==> config.mk <==
export PLATFORM = sky130hd
export DESIGN_NAME = bsg_mla_wb_sequencer
export DESIGN_NICKNAME = d
export VERILOG_FILES = /design/src/rtl/bsg_mla_wb_sequencer.sv
export SDC_FILE = /design/constraint.sdc
export NUM_CORES = 1
export LEC_CHECK = 0
export BUFFER_PORTS_ARGS = -buffer_cell sky130_fd_sc_hd__buf_2
export CAP_MARGIN = 10
export CORE_ASPECT_RATIO = 0.7
export CORE_UTILIZATION = 45
export CTS_BUF_LIST = sky130_fd_sc_hd__clkbuf_8
export DETAILED_ROUTE_END_ITERATION = 10
export PLACE_DENSITY_LB_ADDON = 0.15
export SKIP_CTS_REPAIR_TIMING = 1
export SYNTH_ARGS = -nofsm -noshare
export SYNTH_HDL_FRONTEND = slang
export SYNTH_SLANG_ARGS = --single-unit
==> constraint.sdc <==
create_clock -name clk_i -period 7 [get_ports clk_i]
set_input_delay 0.7 -clock clk_i [delete_from_list [all_inputs] [get_ports clk_i]]
set_output_delay 0.7 -clock clk_i [all_outputs]
set_load 0.01 [all_outputs]
==> src/rtl/bsg_mla_wb_sequencer.sv <==
// bsg_mla_wb_sequencer
// Writeback sequencer between the accelerator DPU beat output and the bedrock
// stream pump-out. Groups fill-width beats into block-sized bursts, addresses
// each burst from one of two auto-advancing destination cursors, and presents
// one registered beat per cycle with first/last markers.
//
// Optional feature macro: BSG_MLA_WB_BUF_CHECK_EN
//   When defined, a beat in the middle of a burst whose buffer tag differs
//   from the burst's tag sets the sticky error_o. When undefined, error_o is 0.
//
// Ports:
//   clk_i, reset_i          clock, synchronous active-high reset
//   base_data_i/sel_i/v_i   cursor load (sel 0 = dest0, 1 = dest1)
//   data_i, buf_i, v_i      input beat, destination buffer tag, valid
//   ready_and_o             input beat accepted when v_i & ready_and_o
//   data_o, addr_o          registered beat and its burst base address
//   first_o, last_o         burst markers for the registered beat
//   v_o, ready_and_i        output handshake toward the pump
//   cursor0_o, cursor1_o    current destination cursors
//   bursts_o                completed bursts (last beat accepted downstream)
//   busy_o                  burst in progress or output valid
//   error_o                 sticky buffer-tag mismatch error

module bsg_mla_wb_sequencer #(
  parameter int unsigned fill_width_p  = 64,
  parameter int unsigned block_width_p = 512,
  parameter int unsigned addr_width_p  = 64
) (
  input  logic                    clk_i,
  input  logic                    reset_i,
  input  logic [addr_width_p-1:0] base_data_i,
  input  logic                    base_sel_i,
  input  logic                    base_v_i,
  input  logic [fill_width_p-1:0] data_i,
  input  logic                    buf_i,
  input  logic                    v_i,
  output logic                    ready_and_o,
  output logic [fill_width_p-1:0] data_o,
  output logic [addr_width_p-1:0] addr_o,
  output logic                    first_o,
  output logic                    last_o,
  output logic                    v_o,
  input  logic                    ready_and_i,
  output logic [addr_width_p-1:0] cursor0_o,
  output logic [addr_width_p-1:0] cursor1_o,
  output logic [31:0]             bursts_o,
  output logic                    busy_o,
  output logic                    error_o
);

  localparam int unsigned beats_lp       = block_width_p / fill_width_p;
  localparam int unsigned block_bytes_lp = block_width_p / 8;
  localparam int unsigned cnt_width_lp   = (beats_lp > 1) ? $clog2(beats_lp) : 1;

  typedef enum logic {eIDLE, eSTREAM} state_e;

  state_e                  state_q;
  logic [cnt_width_lp-1:0] cnt_q;
  logic                    buf_r_q;
  logic [addr_width_p-1:0] addr_r_q;
  logic [addr_width_p-1:0] cursor_q [2];
  logic [addr_width_p-1:0] cursor_d [2];

  logic [fill_width_p-1:0] data_o_q;
  logic [addr_width_p-1:0] addr_o_q;
  logic                    first_o_q;
  logic                    last_o_q;
  logic                    v_o_q;
  logic [31:0]             bursts_q;

  logic                    accept_c;
  logic                    is_last_c;
  logic                    adv_buf_c;
  logic [addr_width_p-1:0] beat_addr_c;

  // Single output register: refill whenever it is empty or draining this cycle.
  assign ready_and_o = ~v_o_q | ready_and_i;

  // Per-beat decode: burst start takes address/tag from the live cursor.
  always_comb begin
    accept_c    = v_i & ready_and_o;
    is_last_c   = (state_q == eIDLE) ? (beats_lp == 1)
                                     : (cnt_q == cnt_width_lp'(beats_lp - 1));
    adv_buf_c   = (state_q == eIDLE) ? buf_i : buf_r_q;
    beat_addr_c = (state_q == eIDLE) ? cursor_q[buf_i] : addr_r_q;
  end

  // Cursor next-state: a load beats a same-cycle advance of the same cursor.
  always_comb begin
    for (int unsigned i = 0; i < 2; i++) begin
      cursor_d[i] = cursor_q[i];
      if (base_v_i && (base_sel_i == 1'(i))) begin
        cursor_d[i] = base_data_i;
      end else if (accept_c && is_last_c && (adv_buf_c == 1'(i))) begin
        cursor_d[i] = cursor_q[i] + addr_width_p'(block_bytes_lp);
      end
    end
  end

  // Burst FSM, output register, cursors and burst counter.
  always_ff @(posedge clk_i) begin
    if (reset_i) begin
      state_q     <= eIDLE;
      cnt_q       <= '0;
      buf_r_q     <= 1'b0;
      addr_r_q    <= '0;
      cursor_q[0] <= '0;
      cursor_q[1] <= '0;
      data_o_q    <= '0;
      addr_o_q    <= '0;
      first_o_q   <= 1'b0;
      last_o_q    <= 1'b0;
      v_o_q       <= 1'b0;
      bursts_q    <= '0;
    end else begin
      cursor_q[0] <= cursor_d[0];
      cursor_q[1] <= cursor_d[1];

      if (v_o_q && ready_and_i && last_o_q) begin
        bursts_q <= bursts_q + 32'd1;
      end

      if (accept_c) begin
        v_o_q     <= 1'b1;
        data_o_q  <= data_i;
        addr_o_q  <= beat_addr_c;
        first_o_q <= (state_q == eIDLE);
        last_o_q  <= is_last_c;
      end else if (ready_and_i) begin
        v_o_q <= 1'b0;
      end

      if (accept_c) begin
        case (state_q)
          eIDLE: begin
            buf_r_q  <= buf_i;
            addr_r_q <= cursor_q[buf_i];
            if (is_last_c) begin
              cnt_q   <= '0;
              state_q <= eIDLE;
            end else begin
              cnt_q   <= cnt_width_lp'(1);
              state_q <= eSTREAM;
            end
          end
          eSTREAM: begin
            if (is_last_c) begin
              cnt_q   <= '0;
              state_q <= eIDLE;
            end else begin
              cnt_q   <= cnt_q + cnt_width_lp'(1);
            end
          end
          default: begin
            cnt_q   <= '0;
            state_q <= eIDLE;
          end
        endcase
      end
    end
  end

`ifdef BSG_MLA_WB_BUF_CHECK_EN
  logic error_q;

  // Sticky flag for a mid-burst beat whose tag disagrees with the burst's tag.
  always_ff @(posedge clk_i) begin
    if (reset_i) begin
      error_q <= 1'b0;
    end else if (accept_c && (state_q == eSTREAM) && (buf_i != buf_r_q)) begin
      error_q <= 1'b1;
    end
  end

  assign error_o = error_q;
`else
  assign error_o = 1'b0;
`endif

  assign data_o    = data_o_q;
  assign addr_o    = addr_o_q;
  assign first_o   = first_o_q;
  assign last_o    = last_o_q;
  assign v_o       = v_o_q;
  assign cursor0_o = cursor_q[0];
  assign cursor1_o = cursor_q[1];
  assign bursts_o  = bursts_q;
  assign busy_o    = (state_q == eSTREAM) | v_o_q;

endmodule

==> flow_summary.yaml, run 1 <==
placement:
  place_ws_ps: 3310
  hpwlAfterDp_um: 36000
  gp_congestion: 0.858
  place_area_um2: 16400
  port_buffers: 427
job:
  cap_viol_max_count: 0
cells_and_area:
  area_growth_pct: 23.3
  layout_common_cells: "425 x buf_2, 296 x dfxtp_1, 239 x nor2_1"
  fill_cells: 2896
  final_core_util_pct: 57.1
  final_nets: 2225
  drive_gt1_share_pct: 24.9
  final_common_cell: "buf_2"
  final_cell_area_um2: 17400
hold_path:
  min_path_type: "in -> reg"
timing:
  timing.final.crit_share_pct: 48.0
  fin_skew_ps: 25.4
  finalHoldViolCount: 0
  period_minus_slack_ps: 3360
  timing.setup.tns_ps: 0
  setup_viol: 0
  fmax_mhz: 298
  layout_setup_ws_ps: 3640
  rsz0062_at_grt: "no"
  maxSlewHeadroom_pct: 23.2
  worstMarginPinSlew_ps: 1140
  slew_violations: 0
synth:
  synthArstFlopShare_pct: 0
  synth.cell_area_um2: 14100
  yosysSeqAreaShare_pct: 42.0
  synth-edff-count: 0
  ys_types: 58
  synth_area_per_cell_um2: 8.17
  syn_inst: 1727
  synthFlopType: "dfxtp_1"
  synth.net_count: 1867
  yosysWarnings: 0
  synth-seq-cells: 296
detailed_routing:
  drc_errors: 0
  first_pass_iters: 5
  avgRoutedWirePerCell_um: 19.9
  routed_via_density: 5.79
  antenna_left: 0
  routed_wl_um: 50400
  vias: 14600
  drt_iter0_markers: 1364
floorplan:
  die_h_um: 150
  fp.dieArea_um2: 32100
  core-area_um2: 30400
  ioPinCount: 429
  die_w_um: 214
  rows: 53
  initial_core_util_pct: 46.3
worst_setup_path:
  path_max_fanout: 83
  crit_type: "reg -> reg"
  worst_setup_path_end_kind: "flip-flop"
  critPathRequiredTime_ps: 7470
  start_kind: "flip-flop"
  worstPathArrival_ps: 3830
cts:
  clock_latency_ps: 590
  cts-root-buf: "clkbuf_8"
  cts_tree: "done"
  path_clk_slew_ps: 60
  htreeDepth: 2
  clockBufferDepth: 3
  cts_sinks: 296
  numCtsBuffers: 47
run_status:
  status: "completed"
power:
  vdd_ir_drop_max_uv: 102
  total_power_mw: 3.97
  powerDensity_nw_per_um2: 228
  p_leak_nw: 7.16
global_routing:
  grt_pass1_vias: 13200
  grt_max_degree: 150
  antenna_found_initial: 2
  grt_pass1_wl_um: 75300
  grt_usage_pct: 30.0
  grt_overflow: 0
## cell usage after synthesis, types with 2 or more instances
cell / n / area share, %
nand4b_1: 6 / 0.37
nand3b_1: 3 / 0.16
nand2_1: 218 / 5.8
nor3_1: 33 / 1.2
mux2i_1: 67 / 4.8
buf_2: 6 / 0.21
or3_1: 30 / 1.3
o31a_1: 4 / 0.25
nor4b_1: 2 / 0.12
nand2_2: 2 / 0.089
buf_1: 10 / 0.27
o41a_1: 2 / 0.16
clkbuf_2: 2 / 0.071
ha_1: 5 / 0.44
or2_2: 2 / 0.089
a21oi_1: 90 / 3.2
and3_1: 26 / 1.2
o311a_1: 2 / 0.14
clkbuf_1: 113 / 3.0
o211ai_1: 4 / 0.21
nand3_1: 63 / 2.2
a2111oi_1: 3 / 0.21
or4_1: 32 / 1.7
and2_1: 10 / 0.44
inv_1: 16 / 0.43
xnor2_1: 44 / 2.7
a31oi_1: 3 / 0.13
o22ai_1: 2 / 0.089
a211oi_1: 125 / 6.7
a41oi_1: 2 / 0.12
xor2_1: 38 / 2.4
nor4_2: 3 / 0.27
nand4_1: 63 / 2.8
nor4_1: 29 / 1.3
a311oi_1: 38 / 2.4
o311ai_0: 2 / 0.12
nor2b_1: 3 / 0.13
o31ai_1: 17 / 0.90
o21ai_0: 28 / 0.99
dfxtp_1: 296 / 42
and4_1: 25 / 1.6
nor2_1: 241 / 6.4
o21a_1: 2 / 0.11
## through the flow
step,std cells,hold slack [ps]
3_5_place_dp,2447,443
2_1_floorplan,1727,436
5_1_grt,2531,336
6_report,2531,346
4_1_cts,2529,315
3_3_place_gp,2447,439
## final cells by class
| class | instances | area (um^2) | area share [%] |
|---|---|---|---|
| Multi-Input combinational cell | 1281 | 7640 | 43.9 |
| Sequential cell | 296 | 5930 | 34.1 |
| Timing Repair Buffer | 442 | 2260 | 13.0 |
| Clock buffer | 58 | 798 | 4.59 |
| Tap cell | 412 | 515 | 2.96 |
| Clock inverter | 24 | 184 | 1.06 |
| Inverter | 17 | 63.8 | 0.367 |
| Antenna cell | 1 | 2.50 | 0.0144 |
## path summary, 6_finish.rpt
kind              slack [ps]                 endpoint               startpoint  cells past startpoint
hold reg to reg          450  data_o[28]$_SDFFE_PP0P_  data_o[28]$_SDFFE_PP0P_                      2
hold / removal           350  data_o[57]$_SDFFE_PP0P_               data_i[57]                      3
setup / recovery        3640  addr_o[24]$_SDFFE_PP0P_         v_o$_SDFFE_PP0P_                      8
setup reg to reg        3640  addr_o[24]$_SDFFE_PP0P_         v_o$_SDFFE_PP0P_                      8
## worst max-delay path: stages (launching register included)
cell	delay [ps]
dfxtp_1	320
nor2b_1	210
clkinv_1	170
nand2_2	60
buf_4	340
nor2_4	870
buf_4	790
nor2_1	80
a211oi_1	260
## registers in the layout, indices dropped and copies added, names as in the netlist
name,cells
last_o,1
cursor_q,128
bursts_o,32
data_o,64
buf_r_q,1
v_o,1
state_q,1
first_o,1
addr_o,64
cnt_q,3
## routing by layer
layer	GRT usage [%]	vias to the layer above	share of wire, %
li1	-	7007	-
met1	43.2	6911	46
met2	43.7	636	43
met3	7.61	91	9.3
met4	9.25	2	2.3
met5	0	-	0.022
## kinds of logic (layout without fill, tap and decap cells)
| family | Yosys count | count (layout) | share of synthesized area, % |
|---|---|---|---|
| compound gates | 328 | 328 | 15.9 |
| xor+xnor | 82 | 82 | 5.09 |
| fa+ha+maj | 5 | 5 | 0.444 |
| buf+inv | 150 | 541 | 4.14 |
| flops | 296 | 296 | 42.0 |
| mux | 68 | 68 | 4.84 |
| other cells | 1 | 2 | 0.0266 |
| simple gates | 797 | 797 | 27.5 |
## where the power goes
group | switching, mW | leakage [nW] | internal (mW) | total (mW)
logic | 0.298 | 4.17 | 0.201 | 0.499
registers | 0.117 | 2.43 | 1.79 | 1.90
clock network | 0.708 | 0.558 | 0.858 | 1.57
Power figures use the tool's default switching activity.
==> run 2: changes to the inputs <==
Clock period 7 ns to 3.3 ns, I/O delays scaled along.
==> run 2 against run 1 <==
  * The run now ends with hold timing left
  * Routed wire length rose by 3.7%
  * Core utilization increased by 2.8 points
  * Clock power grew 110%
  * Via count increased by 2.6%
  * Clock skew increased by 9.7 ps
  * Total power grew 120%
  * Sequential cell count stayed put
  * Non-clock buffer count increased by 80
  * Global-route usage up 0.36 points
  * Hold slack lost 360 ps
  * Die area did not move
  * Critical path type unchanged
  * Highest routed layer unchanged
==> flow_summary.yaml, run 2 (synthesis gave the netlist of run 1 again) <==
run_status:
  status: "complete, but fails checks"
  violations: "hold timing"
detailed_routing:
  drc_errors: 0
  drt_iter0_markers: 1452
  routed_wl_um: 52300
  antenna_left: 0
  routed_via_density: 5.75
  vias: 15000
  first_pass_iters: 7
  avgRoutedWirePerCell_um: 20.0
cts:
  numCtsBuffers: 48
  clockBufferDepth: 3
  clock_latency_ps: 620
  cts_sinks: 296
  cts-root-buf: "clkbuf_8"
  path_clk_slew_ps: 60
  cts_tree: "done"
  htreeDepth: 2
placement:
  port_buffers: 427
  gp_congestion: 0.953
  hpwlAfterDp_um: 36800
cells_and_area:
  largest_reg_flops: 128
  top_register: "cursor_q"
  fill_cells: 2801
  final_nets: 2306
  layout_common_cells: "425 x buf_2, 296 x dfxtp_1, 239 x nor2_1"
  multi_input_area_um2: 7640
  drive_gt1_share_pct: 24.6
  final_common_cell: "buf_2"
  ff_latch_area_um2: 5930
  area_growth_pct: 29.3
worst_setup_path:
  worstPathArrival_ps: 3520
  rr_endpoint: "cursor_q[1][57]$_SDFFE_PP0P_"
  start_kind: "flip-flop"
  crit_chain: "ha_1 -> ha_1 -> and3_1 -> nand3_1 -> or3_1 -> o41a_1 -> a2111oi_1"
  rr_worst_depth: 7
  rrSetupSlack_ps: 270
  cpPeakStageDelay_ps: 770
  crit_buf_inv: 0
  regToRegStartpoint: "cnt_q[0]$_SDFFE_PP0P_"
  crit_type: "reg -> reg"
  cp_top_family: "simple AND/OR/NAND/NOR gates"
  crit_top_cell: "ha_1"
  worst_setup_path_end_kind: "flip-flop"
  critPathRequiredTime_ps: 3790
  crit_slowest_cell: "or3_1"
  path_max_fanout: 15
job:
  cap_viol_max_count: 0
global_routing:
  grt_overflow: 0
  grt_pass1_wl_um: 75500
  grt_usage_pct: 30.4
  grt_pass1_vias: 12900
  antenna_found_initial: 3
  grt_max_degree: 155
timing:
  finalHoldViolCount: 1
  rsz0062_at_grt: "no"
  fmax_mhz: 330
  maxSlewHeadroom_pct: 27.2
  whs_ps: -11.3
  worstMarginPinSlew_ps: 1090
  slew_violations: 0
  timing.final.crit_share_pct: 91.8
  fin_skew_ps: 35.2
  setup_viol: 0
  period_minus_slack_ps: 3030
  timing.setup.tns_ps: 0
floorplan:
  core-area_um2: 30400
  die_w_um: 214
  ioPinCount: 429
  initial_core_util_pct: 46.3
  die_h_um: 150
  fp.dieArea_um2: 32100
  rows: 53
power:
  powerDensity_nw_per_um2: 469
  vdd_ir_drop_max_uv: 348
  p_leak_nw: 7.54
hold_path:
  whs_path_depth: 3
  hold_start: "base_data_i[60]"
  min_path_type: "in -> reg"
  hold_path_end: "cursor_q[0][60]$_SDFFE_PP0P_"
## run 2: metrics by stage
stage          cell area [um^2]  total power [mW]  setup WS [ps]  cells  util, %
6_report                  18200              8.55            270   2614     59.9
5_1_grt                   18200              8.89            102   2614     59.9
4_1_cts                   17600              8.51            343   2546     57.7
3_5_place_dp              16600              5.18            375   2462     54.5
3_3_place_gp              16600              5.16            464   2462     54.5
2_1_floorplan             14100              4.66            897   1727        -
## run 2: layout make-up
type,count,area share (%)
Multi-Input combinational cell,1281,41.9
Clock buffer,58,4.38
Clock inverter,26,1.04
Sequential cell,296,32.5
Tap cell,412,2.83
Timing Repair Buffer,522,17.0
Inverter,17,0.350
Antenna cell,2,0.0274
## run 2: layer usage
metal / global-route usage, % / up-vias / share of wire (%)
met5: 0 / - / 0.015
li1: - / 7165 / -
met3: 7.99 / 85 / 9.8
met4: 9.46 / 2 / 2.4
met2: 43.7 / 645 / 43
met1: 43.9 / 7137 / 45
## run 2: worst max-delay path by stage
stage                                      from  slack (ps)  depth (start not counted)                            to
final                     cnt_q[0]$_SDFFE_PP0P_         270                          7  cursor_q[1][57]$_SDFFE_PP0P_
after CTS                 cnt_q[0]$_SDFFE_PP0P_         340                          7  cursor_q[1][57]$_SDFFE_PP0P_
after global routing      cnt_q[0]$_SDFFE_PP0P_         100                          7  cursor_q[1][57]$_SDFFE_PP0P_
after floorplan           cnt_q[0]$_SDFFE_PP0P_         900                          8  cursor_q[1][63]$_SDFFE_PP0P_
after global placement    cnt_q[0]$_SDFFE_PP0P_         460                          7  cursor_q[1][57]$_SDFFE_PP0P_
after detailed placement  cnt_q[0]$_SDFFE_PP0P_         380                          7  cursor_q[1][57]$_SDFFE_PP0P_
## run 2: worst min-delay path, stage by stage
cell and delay [ps]:
buf_2 90, nand3b_1 70, nand3_1 80
## run 2: report_power, final
part / internal, mW / switching, mW
sequential: 3.79 / 0.235
combinational: 0.490 / 0.674
clock: 1.82 / 1.55
total: 6.10 / 2.46
